[config.mk]
export PLATFORM = sky130hd
export DESIGN_NAME = dram_axi_burst_writer
export DESIGN_NICKNAME = d
export VERILOG_FILES = /design/src/rtl/dram_axi_burst_writer.sv
export SDC_FILE = /design/constraint.sdc
export NUM_CORES = 1
export LEC_CHECK = 0
export ABC_CLOCK_PERIOD_IN_PS = 2600
export BUFFER_PORTS_ARGS = -buffer_cell sky130_fd_sc_hd__buf_4
export CAP_MARGIN = 20
export CORE_ASPECT_RATIO = 1.1
export CORE_MARGIN = 2
export CORE_UTILIZATION = 47
export DETAILED_ROUTE_END_ITERATION = 16
export PLACE_DENSITY = 0.77
export SETUP_SLACK_MARGIN = 0.1
export SYNTH_ARGS = -nofsm -noshare
export SYNTH_HDL_FRONTEND = slang
export SYNTH_SLANG_ARGS = --single-unit
[constraint.sdc]
create_clock -name clk -period 2.6 [get_ports clk]
set_input_delay 0.13 -clock clk [delete_from_list [all_inputs] [get_ports clk]]
set_output_delay 0.13 -clock clk [all_outputs]
set_load 0.005 [all_outputs]
[src/rtl/dram_axi_burst_writer.sv]
// Drains the command and data FIFOs into AXI4 INCR write bursts, one burst in
// flight at a time, splitting any command that would cross a 4 KB boundary.
module dram_axi_burst_writer #(
    parameter logic [31:0] BASE_ADDR = 32'h0000_0000,
    parameter int unsigned MAX_LEN   = 256
) (
    input  logic        clk,
    input  logic        rst,
    input  logic [39:0] ctrl_dout,
    input  logic        ctrl_empty,
    output logic        ctrl_re,
    input  logic [35:0] data_dout,
    input  logic        data_empty,
    output logic        data_re,
    output logic [31:0] m_axi_awaddr,
    output logic [7:0]  m_axi_awlen,
    output logic [2:0]  m_axi_awsize,
    output logic [1:0]  m_axi_awburst,
    output logic        m_axi_awvalid,
    input  logic        m_axi_awready,
    output logic [31:0] m_axi_wdata,
    output logic [3:0]  m_axi_wstrb,
    output logic        m_axi_wlast,
    output logic        m_axi_wvalid,
    input  logic        m_axi_wready,
    input  logic [1:0]  m_axi_bresp,
    input  logic        m_axi_bvalid,
    output logic        m_axi_bready,
    input  logic        err_clr,
    output logic        busy,
    output logic        resp_err,
    output logic        len_err,
    output logic [31:0] burst_cnt
);

    typedef enum logic [1:0] {IDLE, ADDR, DATA, RESP} state_t;

    state_t      state_q, state_d;
    logic        cmd_pend_q, cmd_pend_d;
    logic [31:0] cur_addr_q, cur_addr_d;
    logic [8:0]  cmd_len_q, cmd_len_d;
    logic [8:0]  cur_len_q, cur_len_d;
    logic [8:0]  rem_len_q, rem_len_d;
    logic [8:0]  beat_cnt_q, beat_cnt_d;
    logic [31:0] burst_cnt_q, burst_cnt_d;
    logic        resp_err_q, resp_err_d;
    logic        len_err_q, len_err_d;

    logic [12:0] room;
    logic [8:0]  awlen_full;
    logic        len_bad;
    logic        len_set;
    logic        resp_set;

    // Words left before the next 4 KB boundary: 1..1024.
    assign room    = (13'd4096 - {1'b0, cur_addr_q[11:0]}) >> 2;
    assign len_bad = (cmd_len_q == 9'd0) || ({23'd0, cmd_len_q} > MAX_LEN);
    assign awlen_full = cur_len_q - 9'd1;

    always_ff @(posedge clk or posedge rst) begin
        if (rst) begin
            state_q     <= IDLE;
            cmd_pend_q  <= 1'b0;
            cur_addr_q  <= 32'd0;
            cmd_len_q   <= 9'd0;
            cur_len_q   <= 9'd0;
            rem_len_q   <= 9'd0;
            beat_cnt_q  <= 9'd0;
            burst_cnt_q <= 32'd0;
            resp_err_q  <= 1'b0;
            len_err_q   <= 1'b0;
        end else begin
            state_q     <= state_d;
            cmd_pend_q  <= cmd_pend_d;
            cur_addr_q  <= cur_addr_d;
            cmd_len_q   <= cmd_len_d;
            cur_len_q   <= cur_len_d;
            rem_len_q   <= rem_len_d;
            beat_cnt_q  <= beat_cnt_d;
            burst_cnt_q <= burst_cnt_d;
            resp_err_q  <= resp_err_d;
            len_err_q   <= len_err_d;
        end
    end

    // Handshakes: a transfer happens in a cycle where valid and ready are both
    // high; awvalid and its payload stay put until accepted, wvalid simply
    // follows data availability, and FIFO pops happen only on a transfer.
    always_comb begin
        state_d       = state_q;
        cmd_pend_d    = cmd_pend_q;
        cur_addr_d    = cur_addr_q;
        cmd_len_d     = cmd_len_q;
        cur_len_d     = cur_len_q;
        rem_len_d     = rem_len_q;
        beat_cnt_d    = beat_cnt_q;
        burst_cnt_d   = burst_cnt_q;
        len_set       = 1'b0;
        resp_set      = 1'b0;
        ctrl_re       = 1'b0;
        data_re       = 1'b0;
        m_axi_awvalid = 1'b0;
        m_axi_wvalid  = 1'b0;
        m_axi_wlast   = 1'b0;
        m_axi_bready  = 1'b0;

        case (state_q)
            IDLE: begin
                if (cmd_pend_q) begin
                    cmd_pend_d = 1'b0;
                    if (len_bad) begin
                        len_set = 1'b1;
                    end else begin
                        if ({4'd0, cmd_len_q} > room) begin
                            cur_len_d = room[8:0];
                            rem_len_d = cmd_len_q - room[8:0];
                        end else begin
                            cur_len_d = cmd_len_q;
                            rem_len_d = 9'd0;
                        end
                        state_d = ADDR;
                    end
                end else if (!ctrl_empty && !rst) begin
                    ctrl_re    = 1'b1;
                    cmd_pend_d = 1'b1;
                    cur_addr_d = (ctrl_dout[31:0] + BASE_ADDR) & 32'hFFFF_FFFC;
                    cmd_len_d  = {1'b0, ctrl_dout[39:32]};
                end
            end
            ADDR: begin
                m_axi_awvalid = 1'b1;
                if (m_axi_awready) begin
                    state_d    = DATA;
                    beat_cnt_d = 9'd0;
                end
            end
            DATA: begin
                m_axi_wvalid = !data_empty;
                m_axi_wlast  = m_axi_wvalid && (beat_cnt_q == awlen_full);
                if (m_axi_wvalid && m_axi_wready) begin
                    data_re    = 1'b1;
                    beat_cnt_d = beat_cnt_q + 9'd1;
                    if (m_axi_wlast) state_d = RESP;
                end
            end
            RESP: begin
                m_axi_bready = 1'b1;
                if (m_axi_bvalid) begin
                    burst_cnt_d = burst_cnt_q + 32'd1;
                    resp_set    = (m_axi_bresp != 2'b00);
                    if (rem_len_q != 9'd0) begin
                        cur_addr_d = cur_addr_q + {21'd0, cur_len_q, 2'b00};
                        cur_len_d  = rem_len_q;
                        rem_len_d  = 9'd0;
                        state_d    = ADDR;
                    end else begin
                        state_d = IDLE;
                    end
                end
            end
            default: state_d = IDLE;
        endcase

        // Sticky flags: a new error in the clearing cycle is kept.
        len_err_d  = len_set  ? 1'b1 : (err_clr ? 1'b0 : len_err_q);
        resp_err_d = resp_set ? 1'b1 : (err_clr ? 1'b0 : resp_err_q);
    end

    assign m_axi_awaddr  = m_axi_awvalid ? cur_addr_q : 32'd0;
    assign m_axi_awlen   = m_axi_awvalid ? awlen_full[7:0] : 8'd0;
    assign m_axi_awsize  = 3'b010;
    assign m_axi_awburst = 2'b01;
    assign m_axi_wdata   = m_axi_wvalid ? data_dout[31:0] : 32'd0;
    assign m_axi_wstrb   = m_axi_wvalid ? data_dout[35:32] : 4'd0;
    assign busy          = (state_q != IDLE);
    assign resp_err      = resp_err_q;
    assign len_err       = len_err_q;
    assign burst_cnt     = burst_cnt_q;

endmodule

==> flow_metrics.py <==
metrics = {
    "run_status": {
        "status": "complete, but fails checks",
        "failed_checks": "negative setup slack",
    },
    "clocking": {
        "clk_latency_ns": 0.36,
        "cts_htree_levels": 3,
        "tritoncts_clock_tree": "built",
        "root_buffer": "sky130_fd_sc_hd__clkbuf_16",
        "count_of_clock_tree_sinks": 102,
        "clkTransAtPathRegs_ns": 0.08,
        "number_of_cts_inserted_buffers": 9,
        "clock_path_buffers": 2,
    },
    "yosys": {
        "ys_types": 66,
        "synth_sequential_area_ratio_pct": 37.5,
        "syn_avg_cell_area_um2": 8.85,
        "synth_top_area_share_pct": 37.5,
        "postSynthCellCount": 768,
        "synth.top_cells.by_area": "sky130_fd_sc_hd__dfrtp_1 (38%), sky130_fd_sc_hd__and2_1 (6.6%), sky130_fd_sc_hd__nand2_1 (5.0%)",
        "postSynth.asyncResetShare_pct": 100,
        "synth_seq_cells": 102,
        "yosys_most_used_dff": "sky130_fd_sc_hd__dfrtp_1",
        "mappedNetlistArea_mm2": 0.00680,
        "edff_count_synth": 0,
        "post_synthesis_cell_type_with_the_largest_combined_area": "sky130_fd_sc_hd__dfrtp_1",
        "synthesis.yosys.warnings": 0,
    },
    "timing": {
        "minimum_period_implied_by_the_final_worst_setup_slack_ns": 2.95,
        "timing.final.setup_violations": 21,
        "finClkSkew_ns": 0.00709,
        "finalMaxSlewViolations": 0,
        "max-slew-margin-rel_pct": 41.5,
        "rsz0062_at_grt": "true",
        "worst_hold_slack_ns": 0.0164,
        "slew_at_the_pin_with_the_worst_max_slew_slack_ns": 0.875,
        "finalHoldViolations": 0,
        "max_clock_freq_ghz": 0.339,
        "post-route-worst-setup-slack_ns": -0.346,
        "share_of_the_clock_period_used_by_the_worst_path_after_layout_pct": 113,
    },
    "route": {
        "wl_per_cell_um": 17.8,
        "detail_routed_via_count_per_cell": 5.69,
        "antenna_violation_net_count_after_detailed_routing": 0,
        "drt_iter0_markers": 462,
        "drt_pre_antenna_iters": 5,
        "vias": 7016,
        "routed_wirelength_mm": 22.0,
        "drc": 0,
    },
    "floorplan": {
        "std_cell_rows": 46,
        "die_width_um": 119,
        "initial_core_util_pct": 47.6,
        "die_area_mm2": 0.0154,
        "io-pin-count": 208,
        "coreArea_mm2": 0.0143,
        "floorplan_die_height_um": 130,
    },
    "worst_setup_path": {
        "crit_path_cell_trace": "nor3_4 -> nand2_2 -> xnor2_2 -> ha_4 -> or2_4 -> a21oi_2 -> a31oi_2 -> a21oi_2 -> buf_4 -> nor4_1 -> buf_4 -> a21oi_2 -> o221ai_1",
        "path_class": "register to register",
        "crit_required_ns": 2.82,
        "crit_path_frequent_cell": "sky130_fd_sc_hd__a21oi_2",
        "cp_num_buf_inv": 2,
        "critPathMaxFanout": 5,
        "worstPathArrival_ns": 3.16,
        "critPathLaunchType": "register",
        "cpPeakStageDelay_ns": 0.44,
        "cp_top_family": "compound AO/OA/AOI/OAI gates",
        "crit_slowest_cell": "sky130_fd_sc_hd__dfrtp_1",
        "end_kind": "register",
    },
    "global_routing": {
        "track_usage_pct": 26.1,
        "grt_max_degree": 40,
        "first_global_vias": 6411,
        "antenna_found_initial": 0,
        "grt_overflow": 0,
        "grt_pass1_wl_mm": 32.2,
    },
    "power": {
        "leakagePower_nw": 4.66,
        "power_density_relative_to_cell_area_mw_per_mm2": 1220,
        "vdd.ir_drop.worst_v": 0.000980,
    },
    "cells_and_area": {
        "mostFrequentLayoutCells": "sky130_fd_sc_hd__buf_4 (269), sky130_fd_sc_hd__dfrtp_1 (98), sky130_fd_sc_hd__nand2_1 (87)",
        "stdcell_area_mm2": 0.00994,
        "final_core_util_pct": 69.7,
        "syn_to_final_growth_pct": 46.3,
        "layout_commonest_cell": "sky130_fd_sc_hd__buf_4",
        "final_layout_size_suffix_gt1_share_pct": 38.6,
        "diodes": 0,
        "post_layout_net_count": 1149,
    },
    "placed_design": {
        "port_buffers": 198,
        "dpl-instance-area_mm2": 0.00891,
        "hpwlAfterDp_mm": 15.0,
        "routabilityCongestion": 0.931,
    },
    "hold_path": {
        "hp-class": "input port to register",
    },
    "job": {
        "cap_viol_max_count": 0,
    },
}
worst reg2reg max path: cells and delay by family, from the launching register on:
family,cells,cell delay (ns)
AOI/OAI and AO/OA,5,0.77
DFF,1,0.44
xor gates and xnor gates,1,0.29
adders and majority gates,1,0.26
and+or+nand+nor,4,0.69
buffers and inverters,2,0.36
area by class of cell:
cell class / count / area (µm²)
Clock inverter: 7 / 97.6
Fill cell: 1138 / 4330
Timing Repair Buffer: 287 / 2240
Sequential cell: 102 / 2560
Multi-Input combinational cell: 610 / 4480
Clock buffer: 9 / 225
Tap cell: 192 / 240
Inverter: 26 / 101
cell families after synthesis:
group           Yosys count  synth area share (%)
mux                      27                  4.16
xor+xnor                 64                  8.85
fa+ha+maj                27                  5.19
flops                   102                  37.5
buf+inv                  63                  4.01
simple gates            320                  24.9
other cells               2                 0.110
compound gates          163                  15.3
layer usage:
metal | GRT usage, % | wire (µm)
met5 | 0 | 0
met4 | 10.0 | 898
met3 | 5.11 | 1650
met2 | 46.0 | 11000
met1 | 31.9 | 8450
state kept, by name (all words and copies together), names as in the netlist:
name / flops
cmd_len_q: 8
burst_cnt: 32
resp_err: 1
len_err: 1
rem_len_q: 9
cmd_pend_q: 1
state_q: 2
cur_len_q: 9
cur_addr_q: 30
beat_cnt_q: 9
power breakdown:
part	total, mW	switching, mW	internal, mW
Clock	1.49	0.705	0.782
Sequential	2.81	0.742	2.07
Combinational	7.85	4.03	3.82
Total	12.1	5.47	6.67
synthesized netlist by cell type (all sizes together), types with 8 or more instances:
cell / number
mux2: 10
nand2: 91
and3: 12
mux2i: 17
buf: 10
o22ai: 22
clkbuf: 27
a21oi: 52
nor4: 11
ha: 25
nor2: 48
nor3: 21
xnor2: 34
nand3: 18
and2: 73
dfrtp: 102
o221ai: 9
o21ai: 30
xor2: 27
inv: 26
a22o: 8
nor2b: 9
nand4: 13
final timing paths:
check	slack [ns]	to	cells past startpoint	startpoint
setup / recovery	-0.35	cur_len_q[2]$_DFFE_PP0P_	13	cur_addr_q[5]$_DFFE_PP0P_
hold / removal	0.02	resp_err$_DFFE_PP0P_	3	m_axi_bresp[0]
setup reg to reg	-0.35	cur_len_q[2]$_DFFE_PP0P_	13	cur_addr_q[5]$_DFFE_PP0P_
hold reg to reg	0.48	burst_cnt[31]$_DFFE_PP0P_	1	burst_cnt[31]$_DFFE_PP0P_
max in group asynchronous	1.41	beat_cnt_q[4]$_DFFE_PP0P_	4	rst
min in group asynchronous	0.50	cur_addr_q[2]$_DFFE_PP0P_	3	rst
timing repair:
action	in CTS	in global routing
setup buffers	9	13
endpoints found under the setup margin	36	44
cloned	2	0
resized for setup	39	48
pin swaps	19	36
hold buffers	10	0
hold endpoints to repair	45	0
through the flow:
stage	total power [mW]	setup TNS, ns	instances	worst slack [ns]
final	12.1	-4.33	1233	-0.346
after floorplan	6.68	-0.102	773	-0.0509
after CTS	11.1	-0.151	1220	-0.0371
after detailed placement	9.17	-1.94	1183	-0.176
after global routing	12.9	-7.42	1233	-0.467
after global placement	9.02	-0.563	1183	-0.0706
Note: power is estimated with default switching activity, not from simulation.
